### config.mk
export PLATFORM = sky130hd
export DESIGN_NAME = p_sa_scan_chain_ctl
export DESIGN_NICKNAME = d
export VERILOG_FILES = /design/src/rtl/p_sa_scan_chain_ctl.sv
export SDC_FILE = /design/constraint.sdc
export NUM_CORES = 1
export LEC_CHECK = 0
export ABC_AREA = 1
export CORE_UTILIZATION = 50
export DETAILED_ROUTE_END_ITERATION = 8
export GPL_TIMING_DRIVEN = 1
export HOLD_SLACK_MARGIN = 0.03
export PLACE_DENSITY = 0.86
export SETUP_SLACK_MARGIN = 0.15
export SLEW_MARGIN = 20
export SYNTH_ARGS = -nofsm -noshare
export SYNTH_HDL_FRONTEND = slang
export SYNTH_SLANG_ARGS = --single-unit
### constraint.sdc
create_clock -name CP -period 1.82 [get_ports CP]
set_input_delay 0.182 -clock CP [delete_from_list [all_inputs] [get_ports CP]]
set_output_delay 0.182 -clock CP [all_outputs]
set_load 0.005 [all_outputs]
### src/rtl/p_sa_scan_chain_ctl.sv
// Scan-chain shift controller: serializes a parallel pattern onto SI, pulses one
// capture cycle, then deserializes SO into a parallel response word.
module p_sa_scan_chain_ctl #(
  parameter int CHAIN_LEN = 32,
  parameter int CNT_W     = $clog2(CHAIN_LEN+1)
) (
  input  logic                 CP,
  input  logic                 CD,
  input  logic                 load_valid,
  output logic                 load_ready,
  input  logic [CHAIN_LEN-1:0] load_data,
  input  logic [CNT_W-1:0]     load_len,
  output logic                 SE,
  output logic                 SI,
  input  logic                 SO,
  output logic                 cap_en,
  output logic                 unload_valid,
  input  logic                 unload_ready,
  output logic [CHAIN_LEN-1:0] unload_data
);

  typedef enum logic [2:0] {IDLE, SHIFT_IN, CAPTURE, SHIFT_OUT, HOLD} state_t;

  state_t               state, state_n;
  logic [CNT_W-1:0]     cnt, cnt_n, len, len_n, len_clamp;
  logic [CHAIN_LEN-1:0] sreg, sreg_n, rsp, rsp_n;
  logic                 rdy_n, se_n, si_n, cap_n, uv_n;

  assign len_clamp = (load_len == '0 || load_len > CNT_W'(CHAIN_LEN)) ?
                     CNT_W'(CHAIN_LEN) : load_len;
  assign unload_data = rsp;

  // Outputs are computed for the next state and registered alongside it.
  always_comb begin
    state_n = state;
    cnt_n   = cnt;
    len_n   = len;
    sreg_n  = sreg;
    rsp_n   = rsp;
    rdy_n   = 1'b0;
    se_n    = 1'b0;
    si_n    = 1'b0;
    cap_n   = 1'b0;
    uv_n    = 1'b0;
    case (state)
      IDLE: begin
        rdy_n = 1'b1;
        if (load_valid && load_ready) begin
          state_n = SHIFT_IN;
          sreg_n  = load_data;
          len_n   = len_clamp;
          cnt_n   = '0;
          rsp_n   = '0;
          rdy_n   = 1'b0;
          se_n    = 1'b1;
          si_n    = load_data[0];
        end
      end
      SHIFT_IN: begin
        cnt_n  = cnt + CNT_W'(1);
        sreg_n = sreg >> 1;
        if (cnt_n == len) begin
          state_n = CAPTURE;
          cap_n   = 1'b1;
        end else begin
          se_n = 1'b1;
          si_n = sreg_n[0];
        end
      end
      CAPTURE: begin
        state_n = SHIFT_OUT;
        cnt_n   = '0;
        se_n    = 1'b1;
      end
      SHIFT_OUT: begin
        // SO is sampled at the same edge that shifts the chain (pre-shift value)
        for (int i = 0; i < CHAIN_LEN; i++)
          if (cnt == CNT_W'(i)) rsp_n[i] = SO;
        cnt_n = cnt + CNT_W'(1);
        if (cnt_n == len) begin
          state_n = HOLD;
          uv_n    = 1'b1;
        end else begin
          se_n = 1'b1;
        end
      end
      HOLD: begin
        if (unload_valid && unload_ready) begin
          state_n = IDLE;
          rdy_n   = 1'b1;
        end else begin
          uv_n = 1'b1;
        end
      end
      default: state_n = IDLE;
    endcase
  end

  always_ff @(posedge CP) begin
    if (CD) begin
      state        <= IDLE;
      cnt          <= '0;
      len          <= '0;
      sreg         <= '0;
      rsp          <= '0;
      load_ready   <= 1'b0;
      SE           <= 1'b0;
      SI           <= 1'b0;
      cap_en       <= 1'b0;
      unload_valid <= 1'b0;
    end else begin
      state        <= state_n;
      cnt          <= cnt_n;
      len          <= len_n;
      sreg         <= sreg_n;
      rsp          <= rsp_n;
      load_ready   <= rdy_n;
      SE           <= se_n;
      SI           <= si_n;
      cap_en       <= cap_n;
      unload_valid <= uv_n;
    end
  end

endmodule

Yosys cells after proc, flatten, opt, wreduce, memory -nomap -nowiden
Index checks and enable logic that the tools add are counted.

$lt $le $gt $ge: 1. Reductions and logical operators: 47. Bitwise gates (word level): 1. Equal/unequal tests: 72. $add $sub $neg: 1. Mux-type cells: 56.

Operators by type and width (number): $pmux 32 s2 (2); $eq 6x5->1 const B (16); $reduce_and 3->1 (32); $ne 2x2->1 const B (36); $mux 32 (2); $eq 6x4->1 const B (8); $mux 1 (40); $eq 6x3->1 const B (4); $pmux 6 s3 (1); $pmux 3 s5 (1); $eq 6x2->1 const B (2); $logic_not 6->1 (2); $mux 3 (4); $mux 6 (2); $add 6x1->6 const B (1); $eq 3x2->1 const B (2); $eq 6x1->1 const B (1); $eq 6x6->1 (1); $gt 6x6->1 const B (1); $pmux 1 s2 (3); $reduce_and 2->1 (3); $reduce_and 4->1 (1); $reduce_bool 2->1 (2); $reduce_or 2->1 (2); 8 further kinds (9).

Output and inout bits: 37. Bits of input ports: 43. Logic and storage cells: 219. Flip-flop bits (word level): 84.

Logic depth before layout (Yosys ltp)
Word-level depth: 4. Depth in mapped cells: 14. Mapped depth without buffers: 13.

Least setup slack after synthesis
OpenSTA, ideal clock, no wires.

Kind: reg2reg. From: register cnt[0]. To: register state[1]. Required time: 1.705 ns. Setup time: 0.115 ns. Arrival time: 1.553 ns. Setup slack: 0.152 ns. Buffers on the path: 0. Clock period less this slack: 1.668 ns. Stages on the path, launching flop included: 14. Cells stage by stage: dfxtp_1 inv_1 ha_1 inv_1 nand2_1 nand2_1 nor2_1 nand2_1 nor2_1 nand3_1 nand2_1 nand3_1 nand2_1 nor2_1.

Word-level cells in the longest chain between the ends: 4. Elaborated cells between the ends (all ways): 5. Classes of those cells: add/sub (1); eq/ne (3); reduce/logical (1).

RTL lines: from (decl) (RTL line 25) `logic [CNT_W-1:0] cnt, cnt_n, len, len_n, len_clamp;`; from (signal assigned) (RTL line 113) `cnt <= cnt_n;`; $add 6x1->6 * (RTL line 60, 79); $eq 6x6->1 * (RTL line 62, 80); $ne 2x2->1 (no line); $reduce_and 4->1 (no line) *; to (signal assigned) (RTL line 112) `state <= state_n;`; to (decl) (RTL line 24) `state_t state, state_n;`.

Every way passes the cells marked *; elsewhere a longest branch is shown, timed or not. A chain may end at the register's enable or synchronous reset.

Final worst setup path
From: register cnt[1]. To: register state[1].

Same word-level chain as after synthesis.

==> run metrics <==
layout net count between 600 and 700; final setup violation count 0; status completed; area growth from synthesis to final layout 32.0%; Total Negative Setup Slacks 0 ns; static leakage 1.83 nW; I/O Buffers 79; Relative slew margins between 60% and 70%; gate count of the mapped netlist around 570; endpoint of the most critical setup path state[1]; final-report max-slew violation count 0; Pwr Density between 1000 and 1500 mW/mm²; number of antenna violations at the first check in global routing 0; share of flip-flops with an asynchronous set or reset 0%; standard-cell rows 31; total non-filler cell area in the finished layout between 0.005 and 0.006 mm²; Top cell by count, worst path sky130_fd_sc_hd__nand2_1; Post-Place Cell Area just under 0.005 mm²; source of the worst register-to-register timing path cnt[1]; worst setup path class flip-flop to flip-flop; clock latency on the worst-skew pair between 0.3 and 0.4 ns; Mapped Nets a little over 600; Post-route DRC 0; hold slack about 0.38 ns; Final Hold Viols 0; Yosys warning total 0; Std-Cell Core Area around 0.0074 mm²; weighted congestion reported at the end of routability-driven placement about 0.85; Total Power 6.15 mW; Top Family by Delay on Critical Path simple AND/OR/NAND/NOR gates; clock tree from TritonCTS done; most area-consuming cells after synthesis sky130_fd_sc_hd__dfxtp_1, sky130_fd_sc_hd__nand2_1, sky130_fd_sc_hd__o21ai_0; drt first pass iters 5; vias in the first global route 3812; RSZ-0062 raised after global routing true; cell taking the most area after synthesis sky130_fd_sc_hd__dfxtp_1; routed length per instance 14.0 µm; mean post-synth cell area between 6 and 7 µm²; H-tree depth reported by CTS 3; critical path's slowest cell sky130_fd_sc_hd__dfxtp_4; number of synthesized flops with an enable pin 0; DRT antenna net count 0; cell with the most instances after synthesis sky130_fd_sc_hd__nand2_1; biggest fanout along the worst timing path 4; type of destination of the critical path flip-flop; final WL 10400 µm; critical path, cell by cell inv_2 -> ha_4 -> inv_1 -> nand2_1 -> nand2_1 -> nor2_1 -> nand2_1 -> nor2_2 -> nand3_2 -> nand2_2 -> nand3_2 -> nand2_1 -> nor2_1; FILL cells just under 600; total die area about 0.0082 mm²; data arrival at the endpoint of the critical path 1.88 ns; initial DRC count roughly 270; max-capacitance violation count 0; highest achievable clock rate roughly 0.61 GHz; final global-route overflow total 0; Final WS setup roughly 0.19 ns; final std cells w/o fill 743; minimum setup slack after placement between 0.06 and 0.07 ns; final worst path period share between 80% and 90%; Critical Path Max Stage Delay 0.38 ns; share of synthesized area occupied by flip-flops and latches between 40% and 50%; Worst path depth 13; final design utilization a little under 70%; path type of the worst min-delay path input pin to flip-flop; Critical Path Start Type flip-flop; GRT Overall Usage around a quarter; portion of synthesized cell area occupied by the leading cell type a little over two fifths; global-route wire length before repair 16800 µm; CTS Buf Count 9; Placed Instances between 700 and 800; Peak VDD IR 0.730 mV; CP startpoint cnt[1]; Die H around 90 µm; slack of the worst reg-to-reg path just under 0.2 ns; post-CTS clock slew at the launch and capture registers of the worst setup and hold paths approximately 0.090 ns; synthesis-stage register bit count 83; via total after detailed routing approximately 4.1k; share of layout cells above drive strength 1 about a tenth; Clock Tree Root sky130_fd_sc_hd__clkbuf_8; slew of the pin with the lowest slew margin 0.481 ns; top-level I/O count 80; clock net sink count 83; maximum number of pins on one net before global-route repair 64; count of buffer and inverter cells on the critical path 2; starting density of the core ~53%; number of different library cells in the post-synthesis netlist 24; half-perimeter wire length of the detailed placement result approximately 6900 µm; post-route minimum period ~1.6 ns; Critical Path RT approximately 2.1 ns; Most used DFF post-synth sky130_fd_sc_hd__dfxtp_1; cell types with the highest counts after synthesis sky130_fd_sc_hd__nand2_1, sky130_fd_sc_hd__dfxtp_1, sky130_fd_sc_hd__o21ai_0; path depth of the worst reg2reg path 13; netlist area before placement 0.00391 mm²; number of buffers between clock root and the deepest sink 2; Vias/cell 5.55; total inserted antenna cells 0; critical register-to-register path endpoint state[1]; die boundary width around 90 µm; worst setup skew after layout between 0.008 and 0.009 ns
==> tightest hold or removal path: stages <==
cell	delay, ns
sky130_fd_sc_hd__clkdlybuf4s50_1	0.39
sky130_fd_sc_hd__nand2_1	0.06
sky130_fd_sc_hd__a21oi_1	0.05
==> state kept, by name, summed over array words and instances (netlist names) <==
name and count:
state 3, SI 1, unload_data 32, sreg 31, len 6, cnt 6, unload_valid 1, load_ready 1
cap_en 1, SE 1
==> layout make-up <==
cell class	instances	area [µm²]	share of cell area [%]
sequential	83	1680	32.5
tap	99	124	2.40
clock inverter	5	52.6	1.02
timing repair buffer	100	1050	20.3
inverter	27	104	2.01
multi-input combinational	418	2010	39.0
clock buffer	11	141	2.74
==> cells by family (layout without fill, tap and decap cells) <==
kind of cell / Yosys count / in the layout / synth area share, %
adder cells (fa/ha/maj): 4 / 4 / 1.28
buffers and inverters: 66 / 143 / 7.33
AND/OR/NAND/NOR: 261 / 261 / 27.8
flip-flops: 83 / 83 / 42.5
AO/OA/AOI/OAI: 153 / 153 / 21.1
==> routing by layer <==
| metal | track usage (%) | share of wire, % | vias to the layer above |
|---|---|---|---|
| met5 | 0 | 0 | - |
| met4 | 10.9 | 1.7 | 0 |
| met3 | 4.97 | 5.0 | 15 |
| met2 | 42.9 | 51 | 152 |
| met1 | 30.3 | 42 | 1903 |
| li1 | - | - | 2056 |
==> where the power goes <==
group / switching [mW] / total (mW) / leakage [nW] / internal [mW]
clock: 0.671 / 1.34 / 0.0991 / 0.665
combinational: 1.41 / 2.34 / 1.06 / 0.931
sequential: 0.240 / 2.47 / 0.680 / 2.23
total: 2.32 / 6.15 / 1.83 / 3.83
==> how the worst min path moves through the flow <==
stage | from | end | slack, ns | cells after the start
2_1_floorplan | load_data[0] | SI | 0.33 | 2
3_3_place_gp | unload_data[22] | unload_data[22] | 0.44 | 2
3_5_place_dp | unload_data[0] | unload_data[0] | 0.45 | 2
4_1_cts | load_data[31] | sreg[31] | 0.38 | 3
5_1_grt | load_data[31] | sreg[31] | 0.38 | 3
6_report | load_data[31] | sreg[31] | 0.38 | 3
==> what timing repair did <==
item / in CTS / in global routing
gates resized for setup: 7 / 22
setup buffers: 0 / 1
pin swaps: 0 / 2
endpoints found under the setup margin: 4 / 27
hold buffers: 0 / 0
cloned: 0 / 3
==> placed cells by master (no fill, tap or decap), drive strengths merged <==
cell type        n
dfxtp           83
o21bai           1
nand2          187
nand3           51
clkinv           3
nor2            15
a21oi           48
bufinv           1
o21ai           65
buf             19
inv             27
nand4            4
clkdlybuf4s50   79
ha               4
a211oi           5
nor3             4
clkbuf          13
a31oi           34
clkinvlp         1
No activity file was read; power rests on OpenSTA's default activity.
